--- src/rtl/tdm_demux.sv ---
// Receive-side TDM demultiplexer: spreads a framed serial stream of samples
// across NCH channel registers and publishes each complete frame atomically.
//
// state  | meaning
// HUNT   | not aligned; waiting for a sample flagged with fsync
// LOCKED | aligned; slot counter tracks position within the current frame
module tdm_demux #(
    parameter int WIDTH = 1,
    parameter int NCH   = 4
) (
    input  logic                   clk_i,
    input  logic                   rst_n_i,
    input  logic [WIDTH-1:0]       din_i,
    input  logic                   din_valid_i,
    input  logic                   fsync_i,
    output logic [NCH*WIDTH-1:0]   ch_data_o,
    output logic                   frame_valid_o,
    output logic                   locked_o,
    output logic                   sync_err_o
);

    localparam int SW = (NCH > 1) ? $clog2(NCH) : 1;

    typedef enum logic {
        HUNT   = 1'b0,
        LOCKED = 1'b1
    } state_t;

    state_t                        state_q, state_d;
    logic [SW-1:0]                 slot_q, slot_d;
    logic [NCH-2:0][WIDTH-1:0]     shadow_q, shadow_d;
    logic [NCH*WIDTH-1:0]          ch_data_q, ch_data_d;
    logic                          frame_valid_q, frame_valid_d;
    logic                          sync_err_q, sync_err_d;

    always_ff @(posedge clk_i or negedge rst_n_i) begin
        if (!rst_n_i) begin
            state_q       <= HUNT;
            slot_q        <= '0;
            shadow_q      <= '0;
            ch_data_q     <= '0;
            frame_valid_q <= 1'b0;
            sync_err_q    <= 1'b0;
        end else begin
            state_q       <= state_d;
            slot_q        <= slot_d;
            shadow_q      <= shadow_d;
            ch_data_q     <= ch_data_d;
            frame_valid_q <= frame_valid_d;
            sync_err_q    <= sync_err_d;
        end
    end

    always_comb begin
        state_d = state_q;
        if (din_valid_i) begin
            case (state_q)
                HUNT:    if (fsync_i) state_d = LOCKED;
                LOCKED:  if (!fsync_i && slot_q == '0) state_d = HUNT;
                default: state_d = HUNT;
            endcase
        end
    end

    // An fsync always restarts the frame at slot 0, whatever the current state;
    // a mid-frame fsync additionally flags the discarded partial frame.
    always_comb begin
        slot_d        = slot_q;
        shadow_d      = shadow_q;
        ch_data_d     = ch_data_q;
        frame_valid_d = 1'b0;
        sync_err_d    = 1'b0;
        if (din_valid_i) begin
            if (fsync_i) begin
                shadow_d[0] = din_i;
                slot_d      = SW'(1);
                sync_err_d  = (state_q == LOCKED) && (slot_q != '0);
            end else if (state_q == LOCKED) begin
                if (slot_q == '0) begin
                    sync_err_d = 1'b1;
                end else if (slot_q == SW'(NCH-1)) begin
                    ch_data_d     = {din_i, shadow_q};
                    frame_valid_d = 1'b1;
                    slot_d        = '0;
                end else begin
                    for (int k = 0; k < NCH-1; k++) begin
                        if (slot_q == SW'(k)) shadow_d[k] = din_i;
                    end
                    slot_d = slot_q + SW'(1);
                end
            end
        end
    end

    assign ch_data_o     = ch_data_q;
    assign frame_valid_o = frame_valid_q;
    assign sync_err_o    = sync_err_q;
    assign locked_o      = (state_q == LOCKED);

endmodule

--- config.mk ---
export PLATFORM = sky130hd
export DESIGN_NAME = tdm_demux
export DESIGN_NICKNAME = d
export VERILOG_FILES = /design/src/rtl/tdm_demux.sv
export SDC_FILE = /design/constraint.sdc
export NUM_CORES = 1
export LEC_CHECK = 0
export CORE_AREA = 4 4 41 43
export DETAILED_ROUTE_END_ITERATION = 6
export DIE_AREA = 0 0 45 47
export PLACE_DENSITY = 0.72
export SLEW_MARGIN = 20
export SYNTH_ARGS = -nofsm -noshare
export SYNTH_HDL_FRONTEND = slang
export SYNTH_SLANG_ARGS = --single-unit
--- constraint.sdc ---
create_clock -name clk_i -period 1.6 [get_ports clk_i]
set_input_delay 0.16 -clock clk_i [delete_from_list [all_inputs] [get_ports clk_i]]
set_output_delay 0.16 -clock clk_i [all_outputs]
set_load 0.05 [all_outputs]
After elaboration in Yosys (flattened, before gate mapping). Cells that the tools add are included.

Register bits: 12. Output and inout bits: 7.

Add/sub/neg operators: 1. Eq/ne operators: 4. Multiplexer cells: 19. Bitwise gates (word level): 4. Reductions and logical operators: 11.

Operators with widths (count): two-way mux 1 bit (14); AND reduction 6 bit (2); two-way mux 2 bit (4); AND reduction 5 bit (1); equality test 2 bit, second input constant (2); NOT 1 bit (4); nonzero test 2 bit (2); AND reduction 3 bit (1); adder 2 x 1 -> 2 bit, second input constant (1); equality test 2 x 1 -> 1 bit, second input constant (1); logical AND 1 bit (2); logical NOT 2 bit (1); inequality test 2 bit, second input constant (1); case mux 1 bit (2 select lines) (1); AND reduction 2 bit (1); logical NOT 1 bit (1).

Longest topological paths before layout.
Word-level depth: 6. Depth in mapped cells: 5. Gate-level depth less buffers: 5.

Worst setup path after synthesis. No wires, ideal clock.

Kind: register to register. From: reg state_q (netlist: locked_o). To: reg ch_data_q[0] (netlist: ch_data_o[0]). Library setup time: 125 ps. Arrival time: 1472 ps. Data required time: 1475 ps. Setup slack: 3 ps. Cell stages (with the launch flop): 4. Clock period less this slack: 1597 ps. Path through: dfrtp_1 and3b_1 and3b_4 mux2_4.

Cells in the longest elaborated chain, start to end: 1.

RTL lines: from (decl) (RTL line 29) `state_t state_q, state_d;`; from (signal assigned) (RTL line 45) `state_q <= state_d;`; AND reduction 5 bit (no source line); to (signal assigned) (RTL line 48) `ch_data_q <= ch_data_d;`; to (decl) (RTL line 32) `logic [NCH*WIDTH-1:0] ch_data_q, ch_data_d;`.

Every way passes these cells. A chain may end at the register's enable or synchronous reset.

Worst setup path after layout.
From: reg slot_q[1]. To: reg ch_data_q[2] (netlist: ch_data_o[2]).

Cells in the longest elaborated chain, start to end: 3. Elaborated cells between the ends (all ways): 4. Classes of those cells: 1 x eq/ne; 1 x bitwise; 2 x reduce/logical.

RTL lines: from (decl) (RTL line 30) `logic [SW-1:0] slot_q, slot_d;`; from (signal assigned) (RTL line 46) `slot_q <= slot_d;`; logical NOT 2 bit (RTL line 79) `if (slot_q == '0) begin`; NOT 1 bit (no source line); AND reduction 5 bit (no source line) (*).

Mark *: on every way between the ends. The rest lies on a longest branch, timed or not.

==> metrics.md <==
| Metric | Value |
|---|---|
| Status | `finished, final reports clean` |
| Cell area after synthesis | `608 sq um` |
| Leakage | `0.394 nW` |
| Max Slew Vio Count | `0` |
| Fmax | `0.678 GHz` |
| EDFF count, synth | `0` |
| Buf+Inv Stages, Crit Path | `1` |
| Layout fillers | `121` |
| Syn_area_per_cell | `12.9 sq um` |
| Vias per Instance | `4.93` |
| Die X | `45 um` |
| Most frequent cell after synthesis | `dfrtp_1` |
| Startpoint types | `flop` |
| Skew-Pair Late Insertion Delay | `270 ps` |
| Pin count of the biggest net entering global routing | `13` |
| Post-Synthesis Cells | `47` |
| Clock Tree Root | `clkbuf_4` |
| Hold Crit Class | `primary input to async pin` |
| Die Height | `47 um` |
| Relative slew margins | `64.9%` |
| Detailed Place HPWL | `842 um` |
| Hold Violations, Final | `0` |
| Ports | `12` |
| Crit path DAT | `1630 ps` |
| Row cnt | `13` |
| PortBufs | `11` |
| Worst Tran Pin Value | `525 ps` |
| Starting Density | `46.7%` |
| Gpl congestion | `0.761` |
| Iteration-0 DRC Markers | `7` |
| Longest Clk Path Bufs | `2` |
| Top cells by count, synth | `dfrtp_1 (12), ha_1 (6), mux2_2 (4), mux2_4 (4), nand2_1 (4)` |
| Share of cells above drive strength 1 | `41.8%` |
| CP endpoint kind | `flop` |
| Worst-path maximum fanout | `5` |
| Ys flop type | `dfrtp_1` |
| Top post-synthesis cells by area | `dfrtp_1 (49%), ha_1 (12%), mux2_4 (9.9%)` |
| Synth top area share | `49.4%` |
| Synthesized flop and latch total | `12` |
| Worst path slowest cell | `dfrtp_1` |
| Setup tns final | `0 ps` |
| Die area | `2120 sq um` |
| CP max stage delay | `400 ps` |
| Total grt overflow | `0` |
| Largest area contributor in the netlist | `dfrtp_1` |
| Final period util | `92.1%` |
| # diodes | `0` |
| Worst path cell trace | `inv_1, ha_1, and3b_4, mux2_4` |
| Number of routed nets with antenna violations | `0` |
| Vias in the first global route | `379` |
| Final wirelength | `1050 um` |
| Clock transition at path regs | `80 ps` |
| DRC viols | `0` |
| Req. time, crit path | `1760 ps` |
| RSZ-0062 raised after global routing | `false` |
| Final #Nets | `79` |
| CTS buffer count | `3` |
| Ys Warns | `0` |
| Post-synth cell types | `19` |
| Gr usage total | `11.3%` |
| Setup violators final | `0` |
| Core area | `1300 sq um` |
| Post-synth ARST share | `100%` |
| Delay-heaviest family, CP | `flip-flops` |
| PD cells | `1870 nW/um^2` |
| Post-Syn Nets | `58` |
| Max-cap violation count | `0` |
| Clk sink count | `12` |
| Max VDD drop | `1.04 mV` |
| Final Critical Period | `1470 ps` |
| Routed via count | `404` |
| Hold-fix buffers, CTS | `0` |
| Sequential area share after synthesis | `49.4%` |
| First-pass GRT wire length | `1670 um` |
| Drt first pass iters | `3` |
| CTS tree | `done` |
| Setup skew after layout | `7.58 ps` |
| H-tree depth | `1` |
| Final Util | `61.0%` |
| Initial antenna violation count | `0` |
| Crit path kind | `flop to flop` |
| Wirelength per Cell | `12.8 um` |
| Layout area overhead | `30.5%` |
-- sequential cells by signal (all words and copies together) (netlist names) --
register,flops
frame_valid_o,1
slot_q,2
locked_o,1
sync_err_o,1
ch_data_o,4
shadow_q,3
-- final cells by class --
cell class / instances / area [sq um] / area share (%)
flip-flops and latches: 12 / 300 / 37.9
repair buffers: 17 / 138 / 17.4
well taps: 15 / 18.8 / 2.37
inverters: 2 / 7.51 / 0.946
multi-input cells: 32 / 293 / 36.9
clock buffers: 4 / 36.3 / 4.57
-- worst reg2reg max path, stage by stage, from the launching register on --
cell and delay (ps):
dfrtp_1 400, inv_1 110, ha_1 210, and3b_4 340, mux2_4 300
-- stage by stage --
stage               std cells  total power [mW]  worst slack [ps]  hold WS, ps  cell area [sq um]
detailed placement         76              1.24               102          495                742
global route               82              1.57              29.1          286                793
finish                     82              1.48               126          234                793
floorplan                  47              1.01              3.16         -136                608
CTS                        80              1.47               108          250                778
global placement           76              1.22               117          493                742
-- timing repair --
item	in CTS	in global routing
gates resized for setup	0	0
setup buffers	0	2
setup endpoints to repair	0	1
-- cells in the final DEF, fill, tap and decap left out --
cell / synthesis / routed
a211oi_1: 1 / 1
a22o_2: 1 / 1
and2_1: 1 / 1
and2_2: 1 / 1
and3b_1: 1 / 1
and3b_4: 1 / 1
buf_4: 1 / 13
clkbuf_4: 0 / 3
clkbuf_8: 0 / 1
clkdlybuf4s50_1: 0 / 4
dfrtp_1: 12 / 12
ha_1: 6 / 6
inv_1: 2 / 2
mux2_2: 4 / 4
mux2_4: 4 / 4
nand2_1: 4 / 4
nand3_1: 2 / 2
nor2_1: 1 / 1
nor2b_1: 1 / 1
nor4b_1: 1 / 1
o21ai_0: 2 / 2
o22ai_1: 1 / 1
-- metal layers --
layer,track usage (%),share of wire [%],vias to the layer above
li1,-,-,202
met1,13.5,46,190
met2,18.4,46,10
met3,3.83,7.5,2
met4,5.26,0.76,0
met5,0,0,-
-- final timing paths --
kind	from	end	slack, ps	cells past startpoint
min in group clk_i	shadow_q[1]$_DFFE_PN0P_	ch_data_o[1]$_DFFE_PN0P_	500	1
max reg2reg	slot_q[1]$_DFFE_PN0P_	ch_data_o[2]$_DFFE_PN0P_	130	4
max	slot_q[1]$_DFFE_PN0P_	ch_data_o[2]$_DFFE_PN0P_	130	4
min	rst_n_i	sync_err_o$_DFF_PN0_	230	1
max in group asynchronous	rst_n_i	shadow_q[1]$_DFFE_PN0P_	1010	1
min reg2reg	shadow_q[1]$_DFFE_PN0P_	ch_data_o[1]$_DFFE_PN0P_	500	1
-- power breakdown --
| group | total, mW | leakage, nW | internal, mW | switching (mW) |
|---|---|---|---|---|
| Combinational | 0.757 | 0.222 | 0.329 | 0.428 |
| Sequential | 0.491 | 0.151 | 0.415 | 0.0769 |
| Clock | 0.232 | 0.0210 | 0.138 | 0.0943 |
| Total | 1.48 | 0.394 | 0.882 | 0.599 |
-- logic make-up after synthesis --
group	count (synthesis)	synth area share [%]
fa+ha+maj	6	12.3
compound gates	5	5.56
simple gates	13	13.0
buf+inv	3	2.47
flops	12	49.4
mux	8	17.3
Power figures use the tool's default switching activity.
